### config.mk
export PLATFORM = sky130hd
export DESIGN_NAME = div_request_frontend
export DESIGN_NICKNAME = d
export VERILOG_FILES = /design/src/rtl/div_pkg.sv /design/src/rtl/div_special_detect.sv /design/src/rtl/div_request_frontend.sv
export SDC_FILE = /design/constraint.sdc
export NUM_CORES = 1
export LEC_CHECK = 0
export ABC_AREA = 1
export BUFFER_PORTS_ARGS = -buffer_cell sky130_fd_sc_hd__buf_4
export CAP_MARGIN = 20
export CORE_AREA = 2 2 109 111
export CTS_BUF_LIST = sky130_fd_sc_hd__clkbuf_16
export CTS_CLUSTER_SIZE = 28
export DETAILED_ROUTE_END_ITERATION = 8
export DIE_AREA = 0 0 111 113
export GPL_TIMING_DRIVEN = 0
export HOLD_SLACK_MARGIN = 0.06
export PLACE_DENSITY = 0.85
export SLEW_MARGIN = 20
export SYNTH_ARGS = -nofsm -noshare
export SYNTH_HDL_FRONTEND = slang
export SYNTH_HIERARCHICAL = 1
export SYNTH_SLANG_ARGS = --single-unit
### constraint.sdc
create_clock -name clk -period 4.6 [get_ports clk]
set_input_delay 0.23 -clock clk [delete_from_list [all_inputs] [get_ports clk]]
set_output_delay 0.23 -clock clk [all_outputs]
set_load 0.02 [all_outputs]
### src/rtl/div_pkg.sv
// Shared types and width-generic constant helpers for the divider request front end.
package div_pkg;

  typedef enum logic [1:0] {
    DIV  = 2'b00,
    DIVU = 2'b01,
    REM  = 2'b10,
    REMU = 2'b11
  } div_op_t;

  typedef enum logic [1:0] {
    IDLE   = 2'b00,
    LAUNCH = 2'b01,
    WAIT   = 2'b10,
    RESP   = 2'b11
  } divfe_state_t;

  localparam int MAX_WIDTH = 64;

  // Callers cast the result down to their own width.
  function automatic logic [MAX_WIDTH-1:0] int_min(input int width);
    logic [MAX_WIDTH-1:0] v;
    v = '0;
    v[width-1] = 1'b1;
    return v;
  endfunction

  function automatic logic [MAX_WIDTH-1:0] all_ones(input int width);
    logic [MAX_WIDTH-1:0] v;
    v = '1;
    return v >> (MAX_WIDTH - width);
  endfunction

endpackage

### src/rtl/div_special_detect.sv
// Combinational detection of divide-by-zero and signed overflow, with the
// architecturally defined result for each case.
module div_special_detect
  import div_pkg::*;
#(
  parameter int parallelism = 32
) (
  input  div_op_t                op,
  input  logic [parallelism-1:0] a,
  input  logic [parallelism-1:0] b,
  output logic                   dz,
  output logic                   ovf,
  output logic                   is_special,
  output logic [parallelism-1:0] result
);

  localparam logic [parallelism-1:0] MIN_VAL = parallelism'(int_min(parallelism));
  localparam logic [parallelism-1:0] ONES    = parallelism'(all_ones(parallelism));

  logic is_rem;
  logic is_signed;

  assign is_rem     = (op == REM) || (op == REMU);
  assign is_signed  = (op == DIV) || (op == REM);
  assign dz         = (b == '0);
  // Zero divisor wins over overflow.
  assign ovf        = !dz && is_signed && (a == MIN_VAL) && (b == ONES);
  assign is_special = dz || ovf;

  always_comb begin
    result = '0;
    if (dz) begin
      result = is_rem ? a : ONES;
    end else if (!is_rem) begin
      result = a;
    end
  end

endmodule

### src/rtl/div_request_frontend.sv
// Valid/ready front end for the SRT divider. Optional result reuse is enabled
// by defining DIVFE_REUSE_EN.
module div_request_frontend
  import div_pkg::*;
#(
  parameter int parallelism = 32
) (
  input  logic                   clk,
  input  logic                   rst_n,
  input  logic                   req_valid,
  output logic                   req_ready,
  input  logic [1:0]             req_op,
  input  logic [parallelism-1:0] req_a,
  input  logic [parallelism-1:0] req_b,
  output logic                   div_start,
  output logic                   div_usigned,
  output logic [parallelism-1:0] div_dividend,
  output logic [parallelism-1:0] div_divisor,
  input  logic                   div_done,
  input  logic [parallelism-1:0] div_quotient,
  input  logic [parallelism-1:0] div_reminder,
  output logic                   rsp_valid,
  input  logic                   rsp_ready,
  output logic [parallelism-1:0] rsp_data,
  output logic                   rsp_dz,
  output logic                   rsp_ovf
);

  divfe_state_t state_reg, state_next;

  logic [1:0]             op_reg;
  logic [parallelism-1:0] a_reg, b_reg;
  logic [parallelism-1:0] data_reg, data_next;
  logic                   dz_reg, dz_next;
  logic                   ovf_reg, ovf_next;
  logic                   accept;

  logic                   sp_dz, sp_ovf, sp_special;
  logic [parallelism-1:0] sp_result;
  logic                   reuse_hit;
  logic [parallelism-1:0] reuse_result;

  div_special_detect #(
    .parallelism(parallelism)
  ) u_special (
    .op        (div_op_t'(req_op)),
    .a         (req_a),
    .b         (req_b),
    .dz        (sp_dz),
    .ovf       (sp_ovf),
    .is_special(sp_special),
    .result    (sp_result)
  );

`ifdef DIVFE_REUSE_EN
  logic                   reuse_valid_reg;
  logic                   reuse_usigned_reg;
  logic [parallelism-1:0] reuse_quo_reg, reuse_rem_reg;
  logic [parallelism-1:0] reuse_a_reg, reuse_b_reg;

  // Both halves of a completed division are kept so the sibling op is free.
  always_ff @(posedge clk or negedge rst_n) begin
    if (!rst_n) begin
      reuse_valid_reg   <= 1'b0;
      reuse_usigned_reg <= 1'b0;
      reuse_quo_reg     <= '0;
      reuse_rem_reg     <= '0;
      reuse_a_reg       <= '0;
      reuse_b_reg       <= '0;
    end else if (state_reg == WAIT && div_done) begin
      reuse_valid_reg   <= 1'b1;
      reuse_usigned_reg <= op_reg[0];
      reuse_quo_reg     <= div_quotient;
      reuse_rem_reg     <= div_reminder;
      reuse_a_reg       <= a_reg;
      reuse_b_reg       <= b_reg;
    end
  end

  assign reuse_hit = reuse_valid_reg && (req_a == reuse_a_reg) && (req_b == reuse_b_reg)
                     && (req_op[0] == reuse_usigned_reg);
  assign reuse_result = req_op[1] ? reuse_rem_reg : reuse_quo_reg;
`else
  assign reuse_hit    = 1'b0;
  assign reuse_result = '0;
`endif

  always_comb begin
    state_next = state_reg;
    req_ready  = 1'b0;
    div_start  = 1'b0;
    rsp_valid  = 1'b0;
    data_next  = data_reg;
    dz_next    = dz_reg;
    ovf_next   = ovf_reg;

    case (state_reg)
      IDLE: req_ready = 1'b1;
      LAUNCH: begin
        div_start  = 1'b1;
        state_next = WAIT;
      end
      WAIT: begin
        if (div_done) begin
          data_next  = op_reg[1] ? div_reminder : div_quotient;
          state_next = RESP;
        end
      end
      RESP: begin
        rsp_valid = 1'b1;
        req_ready = rsp_ready;
        if (rsp_ready) state_next = IDLE;
      end
      default: state_next = IDLE;
    endcase

    accept = req_valid && req_ready;
    // A new request overrides the handshake exit so RESP hands off without a gap.
    if (accept) begin
      if (sp_special) begin
        data_next  = sp_result;
        dz_next    = sp_dz;
        ovf_next   = sp_ovf;
        state_next = RESP;
      end else if (reuse_hit) begin
        data_next  = reuse_result;
        dz_next    = 1'b0;
        ovf_next   = 1'b0;
        state_next = RESP;
      end else begin
        dz_next    = 1'b0;
        ovf_next   = 1'b0;
        state_next = LAUNCH;
      end
    end
  end

  always_ff @(posedge clk or negedge rst_n) begin
    if (!rst_n) begin
      state_reg <= IDLE;
    end else begin
      state_reg <= state_next;
    end
  end

  always_ff @(posedge clk or negedge rst_n) begin
    if (!rst_n) begin
      op_reg   <= '0;
      a_reg    <= '0;
      b_reg    <= '0;
      data_reg <= '0;
      dz_reg   <= 1'b0;
      ovf_reg  <= 1'b0;
    end else begin
      data_reg <= data_next;
      dz_reg   <= dz_next;
      ovf_reg  <= ovf_next;
      if (accept) begin
        op_reg <= req_op;
        a_reg  <= req_a;
        b_reg  <= req_b;
      end
    end
  end

  assign div_usigned  = op_reg[0];
  assign div_dividend = a_reg;
  assign div_divisor  = b_reg;
  assign rsp_data     = data_reg;
  assign rsp_dz       = dz_reg;
  assign rsp_ovf      = ovf_reg;

endmodule

Yosys cells after proc, flatten, opt, wreduce, memory -nomap -nowiden
Index checks and enable logic that the tools add are counted.
{ "word_totals": {"register_bits": 102, "latchBits": 0, "ram_bits": 0, "romBits": 0, "in_bits": 135, "output_inout_bits": 102, "word_cells": 47, "memories": 0} }
{ "classes": {"n_addsub": 0, "mul": 0, "div_mod_pow": 0, "n_lt_le_gt_ge": 0, "eq_ne": 9, "n_shift": 0, "mux": 18, "bitwise": 0, "n_reduce_logical": 13} }
{ "op_table": {"columns": ["op", "count"], "rows": [
  ["two-way mux 32 bit", 8],
  ["equality test 32 bit, second input constant", 2],
  ["logical NOT 32 bit", 1],
  ["equality test 2 bit, second input constant", 4],
  ["two-way mux 2 bit", 4],
  ["inequality test 3 bit, second input constant", 2],
  ["case mux 2 bit (3 select lines)", 1],
  ["logical AND 1 bit", 4],
  ["logical NOT 2 bit", 2],
  ["two-way mux 1 bit", 4],
  ["nonzero test 4 bit", 1],
  ["logical OR 1 bit", 3],
  ["AND reduction 3 bit", 1],
  ["equality test 2 x 1 -> 1 bit, second input constant", 1],
  ["case mux 1 bit (2 select lines)", 1],
  ["logical NOT 1 bit", 1]
]} }

Depth between registers and ports, before layout
{ "depth": {"depth_word": 8, "depth_mapped": 13, "depth_no_buf": 12} }

Hierarchy
The synthesis kept the hierarchy.
{ "modules_own_cells": {"columns": ["module", "n_inst", "cells_each", "area_per_inst_um2", "seq_area_each_um2"], "rows": [
  ["div_request_frontend", 1, 694, 4947.2, 2552.4],
  ["div_special_detect", 1, 214, 905.9, 0.0]
]} }

Worst setup path before layout
No wires, ideal clock.
{ "synth_path": {"path_type": "input port to flip-flop", "start": "input req_b[31]", "end": "register data_reg[10], in the netlist rsp_data[10]", "setup_ns": 0.071, "arrival_time_ns": 1.516, "required_ns": 4.529, "path_slack_ns": 3.012, "cell_stages": 13, "n_path_buf": 2, "cell_sequence": "nor2_1 -> nand2_1 -> nor2_1 -> nand2_1 -> nor2_4 -> buf_6 -> inv_1 -> nand2_1 -> nand4_4 -> inv_2 -> buf_2 -> nor2_1 -> nor2_1"} }
{ "synth_via": {"elab_chain_cells": 8, "elab_cells_between_ends": 10, "classes_between": "eq/ne: 1; mux: 3; reduce/logical: 6"} }
{ "synth_lines": {"columns": ["element", "line", "rtl"], "rows": [
  ["start: declaration", "div_request_frontend.sv:14", "input logic [parallelism-1:0] req_b,"],
  ["logical NOT 32 bit *", "div_special_detect.sv:25", "assign dz = (b == '0);"],
  ["net sp_dz", "div_request_frontend.sv:38", "logic sp_dz, sp_ovf, sp_special;"],
  ["logical NOT 1 bit", "div_special_detect.sv:27", "assign ovf = !dz && is_signed && (a == MIN_VAL) && (b == ONES);"],
  ["logical AND 1 bit (3 in series)", "div_special_detect.sv:27", null],
  ["logical OR 1 bit *", "div_special_detect.sv:28", "assign is_special = dz || ovf;"],
  ["net sp_special", "div_request_frontend.sv:38", null],
  ["two-way mux 32 bit *", "div_request_frontend.sv:120", "if (sp_special) begin"],
  ["two-way mux 32 bit *", "div_request_frontend.sv:119", "if (accept) begin"],
  ["net data_next[10]", "div_request_frontend.sv:33", "logic [parallelism-1:0] data_reg, data_next;"],
  ["end signal: assignment", "div_request_frontend.sv:155", "data_reg <= data_next;"],
  ["end: declaration", "div_request_frontend.sv:33", null]
]} }
The timed path passes the listed nets; every way through them passes the cells marked *.
A chain may end at the register's enable or synchronous reset.

Final worst setup path
{ "layout_path": {"start": "register state_reg[0]", "end": "register a_reg[4], in the netlist div_dividend[4]"} }
{ "layout_via": {"elab_chain_cells": 3, "elab_cells_between_ends": 4, "classes_between": "eq/ne: 1; mux: 1; reduce/logical: 2"} }
{ "layout_lines": {"columns": ["element", "line", "rtl"], "rows": [
  ["start: declaration", "div_request_frontend.sv:29", "divfe_state_t state_reg, state_next;"],
  ["start signal: assignment", "div_request_frontend.sv:142", "state_reg <= state_next;"],
  ["equality test 2 bit or logical NOT 2 bit (tied branches)", "div_request_frontend.sv:97", "case (state_reg)"],
  ["case mux 1 bit (2 select lines) *", "div_request_frontend.sv:97", null],
  ["logical AND 1 bit *", "div_request_frontend.sv:117", "accept = req_valid && req_ready;"],
  ["end signal: assignment", "div_request_frontend.sv:160", "a_reg <= req_a;"],
  ["end: declaration", "div_request_frontend.sv:32", "logic [parallelism-1:0] a_reg, b_reg;"]
]} }
Every way passes the cells marked *; elsewhere a longest branch is shown, timed or not.

==> flow_metrics.tcl <==
set metrics [dict create \
    fin_nets 1296 \
    ys_seq_area_frac 0.436 \
    r2r_setup_slack_ns 2.78 \
    hold_path_class "in2reg" \
    synth-main-ff-cell "dfrtp_1" \
    clk_latency_ns 0.33 \
    hold_viol 0 \
    postSynth.asyncResetShare 1.00 \
    crit_arrival_ns 2.09 \
    startpoint_type "flip-flop" \
    cts-root-buf "clkbuf_16" \
    die_w_um 111 \
    fill_cells 975 \
    clock.fmax_mhz 549 \
    antenna_left 0 \
    status "completed" \
    drcViolationCount 0 \
    synth_compound_area_frac 0.0299 \
    ir_drop_uv 395 \
    clk_pin_slew_ns 0.07 \
    fin_setup_tns_ns 0 \
    power_leakage_uw 0.00483 \
    grt_pass1_vias 5943 \
    die_y_um 113 \
    io_pins 237 \
    wirelength_mm 17.6 \
    slowest_delay_ns 0.40 \
    yosys.area_share.simple 0.433 \
    drt_iter0_drc 436 \
    grt-ovfl-total 0 \
    antenna_found_initial 0 \
    synth.cell_area_mm2 0.00585 \
    grtUsageTotal 0.278 \
    core_area_mm2 0.0113 \
    synth_top_family_by_area "simple AND/OR/NAND/NOR gates" \
    cts_setup_buffers 0 \
    place_congestion 0.870 \
    crit_path_cell_trace "inv_1 -> ha_1 -> inv_1 -> nand3_4 -> inv_2 -> buf_6 -> buf_6 -> nand2_1 -> nand2_1" \
    grt_start_max_net_pins 103 \
    cts_num_sinks 102 \
    path_buf_inv 5 \
    synthMuxAreaShare 0 \
    synthCells 908 \
    clock_path_buffers 2 \
    final_max_slew_viol_count 0 \
    syn_nets 1048 \
    ys_ff_latch 102 \
    die_area_mm2 0.0125 \
    path_max_fanout 10 \
    cts_hold_buf 1 \
    portBuffers 236 \
    wire_per_inst_um 13.5 \
    dp_hpwl_mm 13.8 \
    area_growth_pct 38.1 \
    fin_crit_ns 1.82 \
    synth_xor_area_frac 0 \
    drt-pass1-iter-count 5 \
    criticalPathCategory "reg2reg" \
    drive_gt1_frac 0.243 \
    cts_tree "built" \
    grt_pass1_wl_mm 28.3 \
    vias 6296 \
    start_util 0.519 \
    cts_buffers 9 \
    crit_path_end_kind "flip-flop" \
    antennaDiodeCount 0 \
    required_ns 4.87 \
    h-tree-depth 3 \
    synth_edf_count 0 \
    worstMarginPinSlew_ns 0.919 \
    synth.distinct_cells 25 \
    viasPerCell 4.83 \
    syn_avg_cell_area_um2 6.45 \
    post-route-period-util 0.396 \
    critPathTopFamily "buffers and inverters" \
    power_uw 4840 \
    rsz0062_at_grt "no" \
    final.setup_skew_ns 0.00843 \
    synth_warnings 6 \
    placementRows 39 \
    synthAdderAreaFrac 0.0107 \
    slowest_stage "dfrtp_1" \
    maxCapViolCount 0 \
    powerDensity_mw_per_mm2 598 \
    post_cts_resized 0 \
    setup_viol 0 \
    slew_headroom 0.388 \
]
-- per-layer routing --
metal | part of all wire | routed length [um] | GRT usage
met4 | 0.032 | 567 | 0.113
met3 | 0.078 | 1380 | 0.0611
met2 | 0.48 | 8390 | 0.468
met5 | 0 | 0 | 0
met1 | 0.41 | 7220 | 0.351
-- cell families after synthesis --
logic type / after synthesis
flip-flops: 102
AO/OA/AOI/OAI: 35
adder cells (fa/ha/maj): 5
AND/OR/NAND/NOR: 646
buffers and inverters: 120
-- Yosys cell counts (all sizes together) (2+ instances only) --
cell / number / area [um^2]
buf: 26 / 176
clkbuf: 16 / 61.3
dfrtp: 102 / 2550
ha: 5 / 62.6
inv: 77 / 289
nand2: 446 / 1680
nand3: 38 / 203
nand4: 3 / 33.8
nor2: 152 / 578
nor3: 3 / 15.0
o21ai: 34 / 170
or2: 2 / 12.5
-- layout by cell type, fill, tap and decap left out, drive strengths merged --
| cell | instances |
|---|---|
| clkbuf | 25 |
| nand3b | 1 |
| o21ai | 34 |
| dlygate4sd3 | 1 |
| a21oi | 1 |
| nor3 | 3 |
| inv | 78 |
| nand2 | 446 |
| clkinv | 4 |
| nand4 | 3 |
| nor2 | 152 |
| and2 | 1 |
| ha | 5 |
| buf | 262 |
| or2 | 2 |
| dfrtp | 102 |
| nand3 | 38 |
| clkinvlp | 2 |
-- worst reg2reg max path, cell delays in order (launching register included) --
cell	delay, ns
dfrtp_1	0.40
inv_1	0.09
ha_1	0.32
inv_1	0.15
nand3_4	0.19
inv_2	0.13
buf_6	0.17
buf_6	0.16
nand2_1	0.09
nand2_1	0.06
-- path summary, 6_finish.rpt --
path,startpoint,end,depth (start not counted)
setup / recovery,state_reg[0],div_dividend[4],9
hold / removal,req_b[3],div_divisor[3],3
setup reg to reg,state_reg[0],div_dividend[4],9
hold reg to reg,div_dividend[14],div_dividend[14],2
max in group asynchronous,rst_n,rsp_data[17],2
min in group asynchronous,rst_n,div_dividend[4],2
-- stage by stage --
stage	util	hold slack [ns]	area, um^2	setup slack, ns	cells
final	0.717	0.100	8080	2.78	1303
after global routing	0.717	0.106	8080	2.63	1303
after CTS	0.717	0.0925	8080	2.77	1303
after detailed placement	0.693	0.395	7810	2.47	1287
after global placement	0.692	0.444	7800	2.50	1287
after floorplan	-	-0.0656	5850	3.01	908
-- layout make-up --
type | count | area [um^2] | share of cell area
buffer | 42 | 238 | 0.0294
clock buffer | 9 | 225 | 0.0279
clock inverter | 6 | 41.3 | 0.00511
inverter | 78 | 293 | 0.0362
multi-input combinational | 686 | 2770 | 0.343
sequential | 102 | 2550 | 0.316
tap | 143 | 179 | 0.0221
timing repair buffer | 237 | 1790 | 0.221
-- report_power, final --
part / total, uW / internal, uW / leakage [uW] / switching (uW)
Combinational: 2610 / 1030 / 0.00343 / 1580
Sequential: 1540 / 1310 / 0.00128 / 229
Clock: 685 / 363 / 0.000129 / 323
Total: 4840 / 2710 / 0.00483 / 2130
(Power assumes the default switching activity.)
